### src/rtl/trap_seq.sv
// Machine-mode trap/return sequencer: drains the pipeline, strobes the CSR block, redirects the PC.
// Optional macro TRAP_SEQ_VECTORED_EN enables vectored trap targets (mtvec[1:0]==2'b01).
module trap_seq (
  input  logic        clk,
  input  logic        reset_n,
  input  logic [31:0] mip,
  input  logic [31:0] mie,
  input  logic        MIE,
  input  logic [31:0] mtvec,
  input  logic [31:0] mepc,
  input  logic        csr_en,
  input  logic        mret_req,
  input  logic        flush_ack,
  output logic        flush_req,
  output logic        stall,
  output logic        int_action,
  output logic        ret_action,
  output logic        hw_int,
  output logic [4:0]  int_code,
  output logic        redirect_valid,
  output logic [31:0] redirect_pc
);

  typedef enum logic [2:0] {
    IDLE      = 3'd0,
    DRAIN     = 3'd1,
    COMMIT    = 3'd2,
    REDIRECT  = 3'd3,
    RET       = 3'd4,
    RET_REDIR = 3'd5
  } state_t;

  state_t      state, state_nxt;
  logic [31:0] pend;
  logic        take;
  logic        latch_cause;
  logic [4:0]  cause;
  logic [31:0] trap_base;
  logic [31:0] trap_target;

  assign pend        = mip & mie & 32'hFFFF_0888;
  assign take        = MIE & (|pend);
  assign latch_cause = (state == IDLE) && !csr_en && take;
  assign trap_base   = {mtvec[31:2], 2'b00};

  // Fixed priority 11 > 3 > 7, then platform causes with the lowest index winning.
  always_comb begin
    cause = 5'd0;
    if (pend[11])     cause = 5'd11;
    else if (pend[3]) cause = 5'd3;
    else if (pend[7]) cause = 5'd7;
    else begin
      for (int i = 31; i >= 16; i--) begin
        if (pend[i]) cause = 5'(i);
      end
    end
  end

`ifdef TRAP_SEQ_VECTORED_EN
  always_comb begin
    trap_target = trap_base;
    if (mtvec[1:0] == 2'b01) trap_target = trap_base + {25'd0, int_code, 2'b00};
  end
`else
  logic unused_mode;
  assign unused_mode = ^mtvec[1:0];
  always_comb begin
    trap_target = trap_base;
  end
`endif

  always_comb begin
    state_nxt = state;
    case (state)
      IDLE: begin
        if (!csr_en) begin
          if (take)          state_nxt = DRAIN;
          else if (mret_req) state_nxt = RET;
        end
      end
      DRAIN:     if (flush_ack) state_nxt = COMMIT;
      COMMIT:    state_nxt = REDIRECT;
      REDIRECT:  state_nxt = IDLE;
      RET:       state_nxt = RET_REDIR;
      RET_REDIR: state_nxt = IDLE;
      default:   state_nxt = IDLE;
    endcase
  end

  // Outputs are decoded from the next state so every strobe leaves a flop.
  always_ff @(posedge clk or negedge reset_n) begin
    if (!reset_n) begin
      state          <= IDLE;
      flush_req      <= 1'b0;
      stall          <= 1'b0;
      int_action     <= 1'b0;
      ret_action     <= 1'b0;
      hw_int         <= 1'b0;
      redirect_valid <= 1'b0;
      int_code       <= 5'd0;
      redirect_pc    <= 32'd0;
    end else begin
      state          <= state_nxt;
      flush_req      <= (state_nxt == DRAIN);
      stall          <= (state_nxt != IDLE);
      int_action     <= (state_nxt == COMMIT);
      hw_int         <= (state_nxt == COMMIT);
      ret_action     <= (state_nxt == RET);
      redirect_valid <= (state_nxt == REDIRECT) || (state_nxt == RET_REDIR);
      if (latch_cause)              int_code    <= cause;
      if (state_nxt == REDIRECT)    redirect_pc <= trap_target;
      if (state_nxt == RET_REDIR)   redirect_pc <= mepc;
    end
  end

endmodule

### config.mk
export PLATFORM = sky130hd
export DESIGN_NAME = trap_seq
export DESIGN_NICKNAME = d
export VERILOG_FILES = /design/src/rtl/trap_seq.sv
export SDC_FILE = /design/constraint.sdc
export NUM_CORES = 1
export LEC_CHECK = 0
export CORE_MARGIN = 3
export CORE_UTILIZATION = 35
export DETAILED_ROUTE_END_ITERATION = 10
export PLACE_DENSITY = 0.9
export SLEW_MARGIN = 20
export SYNTH_ARGS = -nofsm -noshare
export SYNTH_HDL_FRONTEND = slang
export SYNTH_SLANG_ARGS = --single-unit
### constraint.sdc
create_clock -name clk -period 3.8 [get_ports clk]
set_input_delay 0.38 -clock clk [delete_from_list [all_inputs] [get_ports clk]]
set_output_delay 0.38 -clock clk [all_outputs]
set_load 0.1 [all_outputs]
==> results.cfg <==
[timing]
slew_violations = 0
period_minus_slack_ns = 2.20
slew_headroom_pct = 32.8
hold_viol = 0
finClkSkew_ns = 0.00487
setup-tns-final_ns = 0
rsz0062_at_grt = false
max_freq_mhz = 455
fin_crit_sh_pct = 57.9
setup_violations = 0
tightest_slew_ns = 1.00

[synthesis]
ys_ff_latch = 45
avgSynthCellArea_um2 = 9.57
ys_top_cells_by_count = nand2_1, dfrtp_1, a22oi_1
synth_top_cell_by_area = dfrtp_1
postSynth.asyncResetShare_pct = 100
synth.top_cells.by_area = dfrtp_1, nand2_1, a22oi_1
yosysMostFrequentCell = nand2_1
synth-edff-count = 0
synthCells = 228
synth_warnings = 0
ys_seq_area_share_pct = 51.6
synth_top_area_share_pct = 51.6
synth_ff_type = dfrtp_1
ys_types = 40
synth_nets = 362
syn_area_um2 = 2180

[setup_path]
r2r-start = state[2]
r2r_end = redirect_pc[1]
critPathArrivalTime_ns = 1.82
cpPeakStageDelay_ns = 1.16
ff2ff_setup_slack_ns = 1.84
path_cells = clkdlybuf4s50_1
endpoint_kind = output port
start_kind = register
crit_type = reg2out
crit_fanout = 2
cpMaxStageDelayCell = clkdlybuf4s50_1
timing.critical_path.buf_inv = 1
cp-startpoint = redirect_pc[22]
crit_family = buffers and inverters
worstPathRequired_ns = 3.42
critical_path_depth = 1
crit_path_end = redirect_pc[22]
r2r_cells = 5

[clock_tree]
clockBufferDepth = 2
clkTransAtPathRegs_ns = 0.09
postCtsSetupBuffers = 0
insertion_delay_ns = 0.29
cts_resized = 0
cts.htree.levels = 2
hold_buffers = 0
tritoncts = done
clockRootBuffer = clkbuf_8
cts_sinks = 45
numCtsBuffers = 5

[routing]
ant_nets = 0
drt-vias-per-instance = 5.07
num_vias = 2276
first_pass_iters = 4
wire_per_inst_um = 15.2
remaining_drc_errors = 0
finalWirelength_um = 6840
drtIter0Drc = 62

[grt]
grt_usage_pct = 19.1
grt_pass1_vias = 2372
grt_pass1_wl_um = 11100
grt_max_degree = 46
grt-ovfl-total = 0
grt_antenna_before_repair = 0

[placed_design]
hpwlAfterDp_um = 5450
portBuffers = 148
gp_congestion = 0.844
placed_area_um2 = 3730

[power_and_ir_drop]
p_per_area_nw_per_um2 = 1000
leakagePower_nw = 1.67
vdd_drop_max_v = 0.000632

[floorplan]
die_y_um = 84.9
die_x_um = 84.9
ios = 177
rows = 28
dieArea_um2 = 7210
core_area_um2 = 5990
initial_core_util_pct = 36.4

[finish]
diodes = 0
drive_above_1_share_pct = 6.95
final_area_um2 = 3850
nets = 507
syn_to_final_growth_pct = 76.6

[hold_path]
holdCritPathClass = in2async

[job]
max-cap-violations = 0

[outcome]
outcome = completed
==> cells by family (layout without fill, tap and decap cells) <==
logic type               after synthesis  after routing  synth area share [%]
AND/OR/NAND/NOR                      101            101                  20.4
AO/OA/AOI/OAI                         60             60                  22.0
flip-flops                            45             45                  51.6
buffers and inverters                 16            162                  3.10
multiplexers                           5              5                  2.47
adder cells (fa/ha/maj)                1              1                 0.459
==> placed cells by master (no fill, tap or decap), drive strengths merged, types with 3 or more instances in the layout <==
master / count
inv: 3
clkbuf: 7
a32oi: 3
o21ai: 3
buf: 4
and2: 3
nor3: 3
nand2: 76
a21oi: 3
mux2: 3
nor2: 5
clkdlybuf4s50: 147
a211oi: 3
a22oi: 36
a22o: 5
dfrtp: 45
==> registers in the layout, summed over array words and instances (netlist names) <==
register        flops
state               3
flush_req           1
hw_int              1
ret_action          1
redirect_pc        32
stall               1
redirect_valid      1
int_code            5
==> report_power, final <==
part	switching, W	leakage [nW]	internal (W)	total (W)
registers	0.000142	0.556	0.000704	0.000846
logic	0.00199	1.05	0.000653	0.00264
clock network	0.000164	0.0585	0.000215	0.000378
==> area by class of cell <==
type | count | area [µm²]
clock buffer | 7 | 86.3
clock inverter | 1 | 30.0
fill | 517 | 2140
inverter | 3 | 11.3
multi-input combinational | 167 | 1000
sequential | 45 | 1130
tap | 75 | 93.8
timing repair buffer | 151 | 1500
==> stage by stage <==
| step | setup slack, ns | utilization [%] | total power [W] | hold WS, ns | std cells |
|---|---|---|---|---|---|
| after floorplan | 2.10 | - | 0.00281 | 0.0844 | 228 |
| after global placement | 1.62 | 62.3 | 0.00347 | 0.459 | 441 |
| after detailed placement | 1.58 | 62.3 | 0.00351 | 0.462 | 441 |
| after CTS | 1.59 | 64.2 | 0.00389 | 0.283 | 449 |
| after global routing | 1.54 | 64.3 | 0.00403 | 0.113 | 449 |
| final | 1.60 | 64.3 | 0.00387 | 0.0678 | 449 |
==> per-layer routing <==
metal	part of all wire (%)	track usage, %	up-vias
li1	-	-	1105
met1	37	20.9	1084
met2	55	35.4	74
met3	5.5	5.44	13
met4	2.0	6.19	0
met5	0	0	-
==> worst min path at each step <==
| stage | startpoint | to | slack [ns] | cells past startpoint |
|---|---|---|---|---|
| 2_1_floorplan | reset_n | flush_req | 0.08 | 0 |
| 3_3_place_gp | redirect_pc[11] | redirect_pc[11] | 0.46 | 2 |
| 3_5_place_dp | redirect_pc[21] | redirect_pc[21] | 0.46 | 2 |
| 4_1_cts | reset_n | redirect_pc[2] | 0.28 | 1 |
| 5_1_grt | reset_n | redirect_pc[19] | 0.11 | 1 |
| 6_report | reset_n | redirect_pc[19] | 0.07 | 1 |
(Power assumes the default switching activity.)
